File: src/rtl/counter_pkg.sv
// Shared constants and helpers for the up/down modulus counter.
package counter_pkg;

  localparam logic DIR_UP    = 1'b1;
  localparam logic DIR_DOWN  = 1'b0;
  localparam logic MODE_WRAP = 1'b0;
  localparam logic MODE_SAT  = 1'b1;

  // Bits needed to hold 0..n-1, never less than one bit.
  function automatic int clog2_min1(input int n);
    int w;
    w = 1;
    while ((1 << w) < n) w++;
    return w;
  endfunction

endpackage

File: src/rtl/tick_prescaler.sv
// Divides the count enable down to one step tick every PRESCALE enabled cycles.
module tick_prescaler
  import counter_pkg::*;
#(
  parameter int PRESCALE = 1
) (
  input  logic clk,
  input  logic reset,
  input  logic en,
  input  logic clr,
  output logic tick
);

  if (PRESCALE == 1) begin : g_bypass
    logic unused_ok;
    assign unused_ok = clk ^ reset ^ clr;
    assign tick      = en;
  end else begin : g_div
    localparam int PS_W = clog2_min1(PRESCALE);
    localparam logic [PS_W-1:0] LAST = PS_W'(PRESCALE - 1);

    logic [PS_W-1:0] cnt;

    always_ff @(posedge clk) begin
      if (reset || clr) begin
        cnt <= '0;
      end else if (en) begin
        cnt <= (cnt == LAST) ? '0 : cnt + PS_W'(1);
      end
    end

    assign tick = en & (cnt == LAST);
  end

endmodule

File: src/rtl/updown_mod_counter.sv
// Up/down counter over 0..limit with load, wrap/saturate mode and prescaled stepping.
// Optional sticky overflow flag when UPDOWN_MOD_COUNTER_OVF_STICKY_EN is defined.
module updown_mod_counter
  import counter_pkg::*;
#(
  parameter int WIDTH    = 4,
  parameter int PRESCALE = 1
) (
  input  logic             clk,
  input  logic             reset,
  input  logic             en,
  input  logic             up_dn,
  input  logic             load,
  input  logic [WIDTH-1:0] load_val,
  input  logic [WIDTH-1:0] limit,
  input  logic             sat_mode,
`ifdef UPDOWN_MOD_COUNTER_OVF_STICKY_EN
  input  logic             ovf_clr,
  output logic             ovf_sticky,
`endif
  output logic [WIDTH-1:0] count,
  output logic             tc,
  output logic             wrap
);

  logic             step_tick;
  logic [WIDTH-1:0] next_count;
  logic [WIDTH-1:0] load_clamped;
  logic             wrap_ev;
  logic             sat_blk;

  tick_prescaler #(.PRESCALE(PRESCALE)) u_prescaler (
    .clk   (clk),
    .reset (reset),
    .en    (en),
    .clr   (load),
    .tick  (step_tick)
  );

  assign load_clamped = (load_val > limit) ? limit : load_val;

  // Upward boundary includes counts stranded above a lowered limit.
  assign tc = step_tick & ((up_dn == DIR_UP) ? (count >= limit) : (count == '0));

  always_comb begin
    next_count = count;
    wrap_ev    = 1'b0;
    sat_blk    = 1'b0;
    if (up_dn == DIR_UP) begin
      if (count < limit) begin
        next_count = count + WIDTH'(1);
      end else if (count > limit) begin
        next_count = '0;
        wrap_ev    = 1'b1;
      end else if (sat_mode == MODE_SAT) begin
        sat_blk    = 1'b1;
      end else begin
        next_count = '0;
        wrap_ev    = 1'b1;
      end
    end else begin
      if (count > limit) begin
        next_count = limit;
      end else if (count != '0) begin
        next_count = count - WIDTH'(1);
      end else if (sat_mode == MODE_SAT) begin
        sat_blk    = 1'b1;
      end else begin
        next_count = limit;
        wrap_ev    = 1'b1;
      end
    end
  end

  always_ff @(posedge clk) begin
    if (reset) begin
      count <= '0;
      wrap  <= 1'b0;
    end else if (load) begin
      count <= load_clamped;
      wrap  <= 1'b0;
    end else if (step_tick) begin
      count <= next_count;
      wrap  <= wrap_ev;
    end else begin
      wrap  <= 1'b0;
    end
  end

`ifdef UPDOWN_MOD_COUNTER_OVF_STICKY_EN
  logic ovf_set;
  assign ovf_set = !load & step_tick & (wrap_ev | sat_blk);

  always_ff @(posedge clk) begin
    if (reset) begin
      ovf_sticky <= 1'b0;
    end else if (ovf_set) begin
      ovf_sticky <= 1'b1;
    end else if (ovf_clr) begin
      ovf_sticky <= 1'b0;
    end
  end
`else
  logic unused_sat;
  assign unused_sat = sat_blk;
`endif

endmodule

File: config.mk
export PLATFORM = sky130hd
export DESIGN_NAME = updown_mod_counter
export DESIGN_NICKNAME = d
export VERILOG_FILES = /design/src/rtl/counter_pkg.sv /design/src/rtl/tick_prescaler.sv /design/src/rtl/updown_mod_counter.sv
export SDC_FILE = /design/constraint.sdc
export NUM_CORES = 1
export LEC_CHECK = 0
export BUFFER_PORTS_ARGS = -buffer_cell sky130_fd_sc_hd__buf_4
export CORE_MARGIN = 2
export CORE_UTILIZATION = 52
export DETAILED_ROUTE_END_ITERATION = 16
export GPL_TIMING_DRIVEN = 0
export PLACE_DENSITY = 0.78
export SLEW_MARGIN = 10
export SYNTH_ARGS = -nofsm -noshare
export SYNTH_HDL_FRONTEND = slang
export SYNTH_SLANG_ARGS = --single-unit
export TNS_END_PERCENT = 20
File: constraint.sdc
create_clock -name clk -period 2.58 [get_ports clk]
set_clock_uncertainty 0.1 [all_clocks]
set_input_delay 0.258 -clock clk [delete_from_list [all_inputs] [get_ports clk]]
set_output_delay 0.258 -clock clk [all_outputs]
set_load 0.02 [all_outputs]
# Yosys cells after proc, flatten, opt, wreduce, memory -nomap -nowiden
# Index checks and enable logic that the tools add are counted.
[op_classes]
add_sub_neg = 2
order_cmp = 4
eq_ne = 2
muxes = 17
n_bitwise = 2
n_reduce_logical = 5
[ops]
columns = ["cell", "count"]
rows = [
  ["4-bit 2-to-1 mux", 10],
  ["5-bit by 3-bit != test with 1-bit output, second input constant", 2],
  ["4-bit greater-than comparator", 2],
  ["1-bit 2-to-1 mux", 7],
  ["4-bit by 1-bit adder with 4-bit output, second input constant", 1],
  ["4-bit >= comparator", 1],
  ["4-bit zero test", 1],
  ["4-bit less-than comparator", 1],
  ["4-bit nonzero test", 1],
  ["4-bit by 1-bit subtractor with 4-bit output, second input constant", 1],
  ["3-bit AND reduction", 1],
  ["3-bit OR reduction", 1],
  ["2-bit nonzero test", 1],
  ["1-bit bitwise AND", 1],
  ["1-bit NOT", 1],
]
[word_totals]
register_bits = 5
input_bits = 14
out_inout_bits = 6
wordCells = 34

# Depth between registers and ports, before layout
[depth]
word_depth = 6
ltp_mapped = 8

# Hierarchy
# Synthesis repeated with hierarchy kept, for this count alone.
[hier_totals]
cells_unflattened = 92
area_unflattened_um2 = 775.7
[modules_own_cells]
columns = ["mod", "instances", "cells_per_inst", "area_per_inst_um2", "seq_area_each_um2"]
rows = [
  ["updown_mod_counter", 1, 91, 768.2, 100.1],
  ["tick_prescaler", 1, 1, 7.5, 0.0],
]

# Least setup slack after synthesis
# No wires, ideal clock.
[synth_timing]
path_type = "flip-flop to flip-flop"
start = "register count[3]"
end = "register count[2]"
setup_time_ns = 0.131
t_arrival_ns = 1.861
slack_ns = 0.488
stages_incl_launch_ff = 7
period_less_slack_ns = 2.092
path_cell_list = "dfxtp_1 > ha_1 > and4_2 > a21oi_2 > a211oi_1 > a221oi_1 > o22ai_1"
[synth_between]
elab_chain_cells = 6
word_cells_on_any_way = 13
cone_classes = "2 x order compare; 2 x eq/ne; 7 x mux; 2 x reduce/logical"
[synth_lines]
columns = ["item", "line", "source"]
rows = [
  ["from (decl)", "updown_mod_counter.sv:21", "output logic [WIDTH-1:0] count,"],
  ["from (signal assigned)", "updown_mod_counter.sv:80", "count <= load_clamped;"],
  ["from (signal assigned)", "updown_mod_counter.sv:83", "count <= next_count;"],
  ["4-bit greater-than comparator / 4-bit nonzero test (equally long branches)", "updown_mod_counter.sv:52, updown_mod_counter.sv:62, updown_mod_counter.sv:64", ""],
  ["4-bit 2-to-1 mux, on equally long branches", "updown_mod_counter.sv:52, updown_mod_counter.sv:64", ""],
  ["4-bit 2-to-1 mux, on equally long branches", "updown_mod_counter.sv:50, updown_mod_counter.sv:62", ""],
  ["4-bit 2-to-1 mux", "updown_mod_counter.sv:49", "if (up_dn == DIR_UP) begin"],
  ["4-bit 2-to-1 mux", "updown_mod_counter.sv:82", "end else if (step_tick) begin"],
  ["4-bit 2-to-1 mux", "updown_mod_counter.sv:79", "end else if (load) begin"],
]
# Parallel ways exist; a longest one is shown, timed or not. The select of a mux whose other input is x is not followed.
# A chain may end at the register's enable or synchronous reset.

# Worst setup path after layout
# Same ends and word-level chain as after synthesis.

==> results.ini <==
[logic_synthesis]
ys_ff_latch=5
synth_edf_count=0
synth_top_area_frac=0.158
yosysSeqAreaShare=0.127
synth_nets=116
syn_inst=92
synth_ff_type=dfxtp_1
syn_area_per_cell_um2=8.58
syn_area_um2=790
synthTopCellsByArea=ha_1, dfxtp_1, a21oi_2
yosysUniqueCellTypes=41
async_flop_share=0
yosysTopAreaCell=ha_1
yosysWarnings=0

[clock_network]
post_cts_resized=0
path_clk_slew_ns=0.05
worstSkewPairLatency_ns=0.25
cts_made_buffers=3
cts_buffer_depth=2
cts_max_level=1
hold_buffers=0
clkSinkCount=5
post_cts_buffers=0
cts_tree=built
root_buffer=clkbuf_4

[sta]
fmax_mhz=437
finalHoldViolCount=0
fin_crit_sh=0.886
fin_setup_tns_ns=0
report.final.slew_viol_count=0
post-route-min-period_ns=2.29
slew_headroom=0.715
max_slew.worst_pin.slew_ns=0.428
setup_viol=0
rsz0062_at_grt=false

[grt]
globalRouteTotalUtil=0.238
grt_max_degree=11
grt_pass1_vias=779
grt_overflow=0
grt_pass1_wl_um=3390
antenna_found_initial=0

[routing]
first_pass_iters=4
avgViaCountPerCell=6.17
wl_um=1940
ant_nets=0
initialDrtViolationCount=26
wl_per_cell_um=15.1
drc_errors=0
vias=796

[pwr]
seqPwrFrac=0.218
power_density_nw_per_um2=492
p_sw_uw=204
leakagePower_nw=0.432
power.total_uw=474
pwr-share-comb=0.584
ir_drop_uv=276
intPower_uw=270
clockPowerShare=0.198
switching_share=0.430

[floorplan]
die_h_um=43.0
die-width_um=43.0
design.core.area_um2=1470
die_area_um2=1850
ios=20
initial_core_util=0.537
row_count=14

[setup_path]
cp_top_family=compound AO/OA/AOI/OAI gates
crit_arrival_ns=2.30
cp_cell_sequence=ha_1, and4_2, a21oi_2, a211oi_1, a221oi_1, o22ai_1
critPathKind=reg2reg
crit_fanout=8
crit_path_max_incr_delay_ns=0.51
path_buf_inv=0
slowest_stage=dfxtp_1
cp-start-kind=flip-flop
end_kind=flip-flop
required_ns=2.59

[cells_and_area]
utilization=0.655
multi_input_area_um2=636
layout.nets=138
fill_cells=146
drive_gt1_frac=0.327
regArea_um2=100
antennaDiodeCount=0
syn2layout_area_growth_pct=22.0

[place]
dp_hpwl_um=1560
io_buffers=17
gp_congestion=0.840

[run_status]
status=complete, no violations

[min_path]
hold_class=in2reg

[run]
cap_viol_max_count=0

layout make-up:
type / count / area share
timing repair buffer: 17 / 0.132
multi-input combinational: 75 / 0.660
clock buffer: 4 / 0.0273
buffer: 4 / 0.0247
tap: 16 / 0.0208
inverter: 8 / 0.0312
sequential: 5 / 0.104
cell usage after synthesis (2+ instances only):
cell type / n
o22ai_1: 2
dfxtp_1: 5
o21ai_0: 2
clkbuf_1: 2
a211o_1: 2
a211oi_1: 2
ha_1: 10
a21oi_2: 4
nor3_1: 4
a221oi_1: 2
xnor2_1: 2
nand4_1: 3
o21a_1: 2
nand2b_1: 2
mux2i_1: 3
a21oi_1: 6
nand2_1: 8
inv_1: 8
worst paths after layout:
check | to | depth (start not counted) | slack [ns] | start
worst max-delay path | count[2] | 6 | 0.29 | count[3]
worst min-delay path | count[3] | 3 | 0.22 | limit[3]
worst min register to register | count[3] | 2 | 0.52 | count[3]
worst max register to register | count[2] | 6 | 0.29 | count[3]
power by group through the flow:
stage          registers (mW)  clock network [mW]  logic [mW]
6_report                0.103              0.0938       0.277
5_1_grt                 0.104              0.0995       0.307
4_1_cts                 0.103              0.0938       0.276
3_5_place_dp            0.104                   0       0.275
3_3_place_gp            0.105                   0       0.270
2_1_floorplan           0.111                   0       0.194
layout by cell type, fill, tap and decap left out, types with 2 or more instances in the layout:
master | netlist | routed
buf_4 | 0 | 17
ha_1 | 10 | 10
inv_1 | 8 | 8
nand2_1 | 8 | 8
a21oi_1 | 6 | 6
dfxtp_1 | 5 | 5
a21oi_2 | 4 | 4
nor3_1 | 4 | 4
nand4_1 | 3 | 3
clkbuf_1 | 2 | 3
mux2i_1 | 3 | 3
clkbuf_4 | 0 | 3
o21ai_0 | 2 | 2
xnor2_1 | 2 | 2
a211oi_1 | 2 | 2
a221oi_1 | 2 | 2
nand2b_1 | 2 | 2
o21a_1 | 2 | 2
a211o_1 | 2 | 2
o22ai_1 | 2 | 2
flip-flops by register name, summed over array words and instances, names as in the netlist:
signal  count
wrap        1
count       4
logic make-up after synthesis:
| kind of cell | Yosys count | synth area share |
|---|---|---|
| adder cells (fa/ha/maj) | 10 | 0.158 |
| AND/OR/NAND/NOR | 26 | 0.201 |
| AO/OA/AOI/OAI | 33 | 0.374 |
| XOR/XNOR | 3 | 0.0333 |
| multiplexers | 3 | 0.0380 |
| flip-flops | 5 | 0.127 |
| buffers and inverters | 12 | 0.0681 |
layer usage:
| layer | track usage | up-vias | share of wire |
|---|---|---|---|
| met5 | 0 | - | 0 |
| met4 | 0.0727 | 0 | 0.0098 |
| met3 | 0.0255 | 3 | 0.035 |
| met2 | 0.406 | 23 | 0.49 |
| met1 | 0.314 | 371 | 0.46 |
| li1 | - | 399 | - |
worst min-delay path: stages:
cell      delay (ns)
buf_4           0.09
a211oi_1        0.06
o22ai_1         0.11
metrics by stage:
| step | hold slack, ns | std cells | worst slack [ns] | cell area, um^2 |
|---|---|---|---|---|
| 2_1_floorplan | 0.329 | 92 | 0.488 | 790 |
| 3_3_place_gp | 0.479 | 125 | 0.347 | 937 |
| 3_5_place_dp | 0.472 | 125 | 0.325 | 937 |
| 4_1_cts | 0.224 | 129 | 0.302 | 963 |
| 5_1_grt | 0.245 | 129 | 0.142 | 963 |
| 6_report | 0.222 | 129 | 0.293 | 963 |
(Power assumes the default switching activity.)
